--- src/rtl/avalon_bus_arbiter_pkg.sv ---
// Shared types and constants for the two-requester Avalon bus arbiter.
package bus_arb_pkg;

  typedef enum logic [1:0] {
    IDLE      = 2'd0,
    ISSUE     = 2'd1,
    WAIT_DATA = 2'd2
  } state_t;

  typedef enum logic {
    OWN_I = 1'b0,
    OWN_D = 1'b1
  } owner_t;

  // Wide enough for any supported DATA_W; users slice the low DATA_W/8 bits.
  localparam logic [63:0] BE_ALL = '1;
  localparam int unsigned RD_LAT_MAX = 3;

endpackage

--- src/rtl/avalon_bus_arbiter_rr_arb2.sv ---
// Combinational two-way round-robin pick between fetch (bit 0) and data (bit 1).
module rr_arb2
  import bus_arb_pkg::*;
(
  input  logic       req_i,
  input  logic       req_d,
  input  owner_t     last_grant,
  output logic [1:0] gnt
);

  always_comb begin
    gnt = 2'b00;
    if (req_i && req_d) begin
      gnt = (last_grant == OWN_D) ? 2'b01 : 2'b10;
    end else if (req_i) begin
      gnt = 2'b01;
    end else if (req_d) begin
      gnt = 2'b10;
    end
  end

endmodule

--- src/rtl/avalon_bus_arbiter.sv ---
// Shares one Avalon memory bus between instruction fetch and data load/store,
// one transfer at a time, and routes read data back to its owner.
module avalon_bus_arbiter
  import bus_arb_pkg::*;
#(
  parameter int ADDR_W = 32,
  parameter int DATA_W = 32,
  parameter int RD_LAT = 1
) (
  input  logic                clk,
  input  logic                reset,
  input  logic                ireq_valid,
  input  logic [ADDR_W-1:0]   ireq_addr,
  output logic                ireq_ready,
  output logic                irsp_valid,
  output logic [DATA_W-1:0]   irsp_data,
  input  logic                dreq_valid,
  input  logic                dreq_write,
  input  logic [ADDR_W-1:0]   dreq_addr,
  input  logic [DATA_W-1:0]   dreq_wdata,
  input  logic [DATA_W/8-1:0] dreq_be,
  output logic                dreq_ready,
  output logic                drsp_valid,
  output logic [DATA_W-1:0]   drsp_data,
  output logic [ADDR_W-1:0]   address,
  output logic                read,
  output logic                write,
  output logic [DATA_W-1:0]   writedata,
  output logic [DATA_W/8-1:0] byteenable,
  input  logic                waitrequest,
  input  logic [DATA_W-1:0]   readdata,
  output logic                busy,
  output state_t              dbg_state
);

  localparam int BE_W = DATA_W / 8;
  localparam logic [1:0] CNT_INIT = (RD_LAT == 0) ? 2'd0 : 2'(RD_LAT - 1);

  state_t     state;
  owner_t     last_grant;
  owner_t     owner;
  logic [1:0] cnt;
  logic [1:0] gnt;
  logic       rsp_fire;

  rr_arb2 u_arb (
    .req_i      (ireq_valid),
    .req_d      (dreq_valid),
    .last_grant (last_grant),
    .gnt        (gnt)
  );

  // Handshake: a requester holds valid and its fields until it sees the
  // one-cycle ready pulse; ready fires only in IDLE, in the cycle the request
  // is captured. rsp_valid is a one-cycle pulse with no back-pressure.
  assign ireq_ready = !reset && (state == IDLE) && gnt[0];
  assign dreq_ready = !reset && (state == IDLE) && gnt[1];
  assign busy       = (state != IDLE);
  assign dbg_state  = state;

  // Zero-latency reads complete at the acceptance edge itself.
  assign rsp_fire = ((state == ISSUE) && read && !waitrequest && (RD_LAT == 0)) ||
                    ((state == WAIT_DATA) && (cnt == 2'd0));

  always_ff @(posedge clk or posedge reset) begin
    if (reset) begin
      state      <= IDLE;
      last_grant <= OWN_D;
      owner      <= OWN_I;
      cnt        <= 2'd0;
      address    <= '0;
      read       <= 1'b0;
      write      <= 1'b0;
      writedata  <= '0;
      byteenable <= '0;
      irsp_valid <= 1'b0;
      irsp_data  <= '0;
      drsp_valid <= 1'b0;
      drsp_data  <= '0;
    end else begin
      irsp_valid <= rsp_fire && (owner == OWN_I);
      drsp_valid <= rsp_fire && (owner == OWN_D);
      if (rsp_fire && (owner == OWN_I)) irsp_data <= readdata;
      if (rsp_fire && (owner == OWN_D)) drsp_data <= readdata;

      case (state)
        IDLE: begin
          if (gnt[0]) begin
            state      <= ISSUE;
            last_grant <= OWN_I;
            owner      <= OWN_I;
            address    <= ireq_addr;
            read       <= 1'b1;
            write      <= 1'b0;
            writedata  <= '0;
            byteenable <= BE_ALL[BE_W-1:0];
          end else if (gnt[1]) begin
            state      <= ISSUE;
            last_grant <= OWN_D;
            owner      <= OWN_D;
            address    <= dreq_addr;
            read       <= !dreq_write;
            write      <= dreq_write;
            writedata  <= dreq_wdata;
            byteenable <= dreq_be;
          end
        end
        ISSUE: begin
          if (!waitrequest) begin
            read       <= 1'b0;
            write      <= 1'b0;
            address    <= '0;
            writedata  <= '0;
            byteenable <= '0;
            if (write || (RD_LAT == 0)) begin
              state <= IDLE;
            end else begin
              cnt   <= CNT_INIT;
              state <= WAIT_DATA;
            end
          end
        end
        WAIT_DATA: begin
          if (cnt == 2'd0) state <= IDLE;
          else             cnt   <= cnt - 2'd1;
        end
        default: state <= IDLE;
      endcase
    end
  end

endmodule

--- config.mk ---
export PLATFORM = sky130hd
export DESIGN_NAME = avalon_bus_arbiter
export DESIGN_NICKNAME = d
export VERILOG_FILES = /design/src/rtl/avalon_bus_arbiter_pkg.sv /design/src/rtl/avalon_bus_arbiter_rr_arb2.sv /design/src/rtl/avalon_bus_arbiter.sv
export SDC_FILE = /design/constraint.sdc
export NUM_CORES = 1
export LEC_CHECK = 0
export BUFFER_PORTS_ARGS = -buffer_cell sky130_fd_sc_hd__buf_4
export CAP_MARGIN = 20
export CORE_ASPECT_RATIO = 1.2
export CORE_UTILIZATION = 43
export CTS_CLUSTER_DIAMETER = 40
export CTS_CLUSTER_SIZE = 40
export DETAILED_ROUTE_END_ITERATION = 7
export GPL_TIMING_DRIVEN = 1
export PLACE_DENSITY_LB_ADDON = 0.15
export SLEW_MARGIN = 20
export SYNTH_ARGS = -nofsm -noshare
export SYNTH_HDL_FRONTEND = slang
export SYNTH_HIERARCHICAL = 1
export SYNTH_SLANG_ARGS = --single-unit
--- constraint.sdc ---
create_clock -name clk -period 4.5 [get_ports clk]
set_input_delay 0.9 -clock clk [delete_from_list [all_inputs] [get_ports clk]]
set_output_delay 0.9 -clock clk [all_outputs]
set_load 0.02 [all_outputs]
Word-level counts from Yosys, hierarchy flattened

Index checks and enable logic that the tools add are counted.
W data, S select, Z words.

Add/subtract/negate cells: 1
Equal/unequal tests: 7
Mux-type cells: 34
Bitwise logic cells: 1
Reductions and logical operators: 19

Operators by type and width:

| operator              | number |
|---|---|
| $mux W32              | 5 |
| $pmux W32 S2          | 2 |
| $mux W2               | 12 |
| $mux W4               | 3 |
| $pmux W4 S2           | 1 |
| $reduce_bool A2 Y1    | 4 |
| $logic_and A1 B1 Y1   | 7 |
| $mux W1               | 7 |
| $ne A2 B2 Y1 const B  | 3 |
| $pmux W2 S3           | 1 |
| $reduce_and A3 Y1     | 2 |
| $logic_not A2 Y1      | 2 |
| $pmux W1 S2           | 2 |
| $pmux W2 S2           | 1 |
| $reduce_and A4 Y1     | 1 |
| $ne A3 B3 Y1 const B  | 1 |
| $eq A2 B1 Y1 const B  | 1 |
| $eq A2 B2 Y1 const B  | 1 |
| $logic_not A1 Y1      | 2 |
| $ne A2 B1 Y1 const B  | 1 |
| $reduce_and A2 Y1     | 1 |
| $sub A2 B1 Y2 const B | 1 |
| $not A1 Y1            | 1 |

Register bits: 142
Bits of input ports: 138
Output and inout port bits: 141
Word-level logic and storage cells: 75

Depth between registers and ports, before layout

Depth in word-level cells: 6
Depth in mapped cells: 7
Gate-level depth less buffers: 5

By module

The synthesis kept the hierarchy.

Modules (own cells, without submodules):

| module             | times used | cells an instance | area each (sq um) | sequential area each (sq um) |
|---|---|---|---|---|
| avalon_bus_arbiter | 1          | 434               | 6110.9            | 3554.7 |
| rr_arb2            | 1          | 3                 | 18.8              | 0.0 |

Worst setup path before layout

No wires, ideal clock.

Path type: input to output
From: input ireq_valid
To: output ireq_ready
Data arrival time: 1.780 ns
Required time: 3.600 ns
Setup slack: 1.820 ns
Stages on the path: 4
Buffers on the path: 2
Cells stage by stage: a21boi_1 buf_2 clkbuf_1 and2_1

Cells in the longest elaborated chain, start to end: 3
Elaborated cells between the ends (all ways): 4
Those cells by class: mux (2); reduce/logical (2)

RTL lines:

| what                                           | RTL line                                                           | source |
|---|---|---|
| start: declaration                             | avalon_bus_arbiter.sv:12                                           | `input logic ireq_valid,` |
| $mux W2 or $logic_and A1 B1 Y1 (tied branches) | avalon_bus_arbiter_rr_arb2.sv:15, avalon_bus_arbiter_rr_arb2.sv:13 |  |
| $mux W2 *                                      | avalon_bus_arbiter_rr_arb2.sv:13                                   | `if (req_i && req_d) begin` |
| $logic_and A1 B1 Y1 *                          | avalon_bus_arbiter.sv:56                                           | `assign ireq_ready = !reset && (state == IDLE) && gnt[0];` |
| end: declaration                               | avalon_bus_arbiter.sv:14                                           | `output logic ireq_ready,` |

Mark *: on every way between the ends. The rest lies on a longest branch, timed or not.

Worst setup path after layout

From: input dreq_valid
To: output dreq_ready

Cells in the longest elaborated chain, start to end: 4
Elaborated cells between the ends (all ways): 5
Those cells by class: mux (3); reduce/logical (2)

RTL lines:

| what                  | RTL line                         | source |
|---|---|---|
| start: declaration    | avalon_bus_arbiter.sv:17         | `input logic dreq_valid,` |
| $mux W2               | avalon_bus_arbiter_rr_arb2.sv:17 | `end else if (req_d) begin` |
| $mux W2               | avalon_bus_arbiter_rr_arb2.sv:15 | `end else if (req_i) begin` |
| $mux W2 *             | avalon_bus_arbiter_rr_arb2.sv:13 |  |
| net gnt[1]            | avalon_bus_arbiter.sv:43         | `logic [1:0] gnt;` |
| $logic_and A1 B1 Y1 * | avalon_bus_arbiter.sv:57         | `assign dreq_ready = !reset && (state == IDLE) && gnt[1];` |
| end: declaration      | avalon_bus_arbiter.sv:22         | `output logic dreq_ready,` |

Mark *: on every way through the listed nets, which the timed path passes. The rest lies on a longest branch.

==> run metrics <==
critical path peak fanout 4; postcts setup bufs 0; GRT Total Usage 22.00%; Worst setup EP type primary output; Final Max Slew Viols 0; Die W 111.0 um; clk sinks 142; most frequent CP cell buf_4; Leak 4.423 nW; slew margin rel. 41.39%; Syn Inst Count 437; Crit-path slowest cell a21boi_0; H-tree lvl count 4; num ports 279; Via-to-Cell Ratio 5.077; hold path startpoint byteenable[1]$_DFFE_PP0P_; RSZ-0062 raised after global routing no; Overflow after GRT 0; input/output buffers 278; core area 0.01388 mm^2; critical path, cell by cell buf_4 > a21boi_0 > and2_1 > buf_4; Fin Clk Skew 0.007022 ns; share of synthesized flip-flops with an asynchronous set or reset 100.0%; Synth cell types 29; # DRC 40; first-pass GRT wire length 24870 um; YS warnings 6; ANT cells 0; Cells on Worst Hold Path 1; Final period util 62.31%; number of antenna-violating nets in the routed design 0; TritonCTS clock tree built; Initial Util 44.17%; FF-to-FF End writedata[31]$_DFFE_PP0P_; CP arrival 1.90 ns; Critical Path Max Stage Delay 0.52 ns; final cell count without fillers 896; Resized cells post-CTS 0; PD cells a little under 800 mW/mm^2; routability cong. 0.7473; Fin. Hold Viols 0; Syn Nets 576; commonest non-fill, non-tap cell in the layout buf_4; Primary FF master, synth dfrtp_1; Layout Area Growth over Synthesis 46.27%; clock buffer depth 2; crit path launch type primary input; Tmin final 2.804 ns; CP required 3.60 ns; total CTS buffers 17; DR WL/cell 17.47 um; # rows 47; Worst R2R Path Depth 4; most frequent cells in the layout buf_4 (284), dfrtp_1 (141), mux2_2 (125), nor2_1 (40), nor3b_1 (33); Iteration-0 DRC Markers 184; Pre-Repair DR Iteration Count 6; Max Cap Violations 0; initial antenna violation count 0; Clock Tree Root clkbuf_16; clock slew at reported path FFs approximately 0.060 ns; die extent in y 132.8 um; Max IR drop VDD ~0.42 mV; setup TNS 0 ns; pin count of the biggest net entering global routing 112; Worst Hold Class flip-flop to flip-flop; Final HPWL DP between 10000 and 15000 um; Yosys reg bits 142; Setup-failing EPs final 0; reg2reg setup slack 2.12 ns; vias in the first global route around 4800; share of cells above drive strength 1 61.38%; sequential area share after synthesis 57.99%; nets 852; CP top delay family compound AO/OA/AOI/OAI gates; CTS Hold Buffers Added 0; highest clock rate between 300 and 400 MHz; via count 4549; Avg Synthesized Cell Area 14.03 um^2; failing checks DRC; Hold Path End byteenable[1]$_DFFE_PP0P_; outcome finished, violations left; Cell Area, Synth 0.006130 mm^2; full die area roughly 0.015 mm^2; CP Buf/Inv Count 2; clock latency on the worst-skew pair approximately 0.42 ns; Post-synth EDFFs 0; dpl cells ~870; Reg-to-Reg Start last_grant$_DFFE_PP1P_; final wirelength 15660 um; Setup CP Type primary input to primary output; Worst Tran Pin Value 0.8792 ns
[stage by stage]
step           hold WS, ns  utilization (%)  worst slack, ns  power, mW  instance area, um^2
6_report            0.4939            64.61            1.696      6.894                 8966
5_1_grt             0.5072            64.61            1.615      7.257                 8966
4_1_cts             0.4995            64.61            1.686      6.968                 8966
3_5_place_dp        0.4834            60.25            1.663      5.499                 8362
3_3_place_gp        0.4754            60.25            1.709      5.402                 8362
2_1_floorplan       0.4794                -            1.820      4.176                 6133
[cells in the mapped netlist (2+ instances only)]
| cell type | number | area (um^2) |
|---|---|---|
| o2bb2ai_1 | 5 | 43.79 |
| buf_2 | 18 | 90.09 |
| nor2_1 | 40 | 150.1 |
| a21o_1 | 2 | 15.01 |
| mux2_1 | 6 | 67.56 |
| inv_1 | 6 | 22.52 |
| dfrtp_1 | 141 | 3528 |
| buf_6 | 3 | 33.78 |
| clkbuf_1 | 6 | 22.52 |
| nand2_1 | 2 | 7.510 |
| mux2_2 | 125 | 1408 |
| nor2b_1 | 2 | 12.51 |
| mux2i_1 | 32 | 320.3 |
| and2_1 | 2 | 12.51 |
| nor3b_1 | 33 | 247.7 |
[registers in the layout (all words and copies together) (netlist names)]
signal,cells
irsp_valid,1
writedata,32
owner,1
byteenable,4
last_grant,1
irsp_data,32
cnt,2
drsp_data,32
drsp_valid,1
address,32
read,1
dbg_state,2
write,1
[how the worst max path moves through the flow]
stage | start | to | slack [ns] | cells past startpoint
floorplan | reset | address[0]$_DFFE_PP0P_ | 1.82 | 1
global placement | dreq_valid | address[21]$_DFFE_PP0P_ | 1.71 | 5
detailed placement | dreq_valid | writedata[31]$_DFFE_PP0P_ | 1.66 | 5
CTS | dreq_valid | dreq_ready | 1.69 | 4
global route | dreq_valid | dreq_ready | 1.62 | 4
finish | dreq_valid | dreq_ready | 1.70 | 4
[where the power goes]
| group | switching [mW] | internal [mW] | total, mW |
|---|---|---|---|
| clock | 0.521 | 0.922 | 1.44 |
| combinational | 1.68 | 1.58 | 3.26 |
| sequential | 0.320 | 1.87 | 2.19 |
[area by class of cell]
cell class | count | area [um^2]
timing repair buffer | 285 | 2152
clock inverter | 11 | 167.7
tap | 171 | 214.0
inverter | 6 | 26.28
clock buffer | 20 | 436.7
multi-input combinational | 261 | 2415
fill | 1076 | 4912
sequential | 142 | 3555
[per-layer routing]
layer	part of all wire (%)	vias to the layer above	global-route usage [%]
met4	2.3	0	9.056
met1	38	2251	25.01
li1	-	2081	-
met2	51	189	37.56
met3	8.6	28	7.879
met5	0	-	0
[kinds of logic after synthesis]
| family | count (synthesis) | synth area share [%] |
|---|---|---|
| compound gates | 13 | 1.898 |
| flops | 142 | 57.99 |
| buf+inv | 34 | 2.817 |
| mux | 163 | 29.29 |
| fa+ha+maj | 1 | 0.2041 |
| simple gates | 84 | 7.798 |
Power figures use the tool's default switching activity.
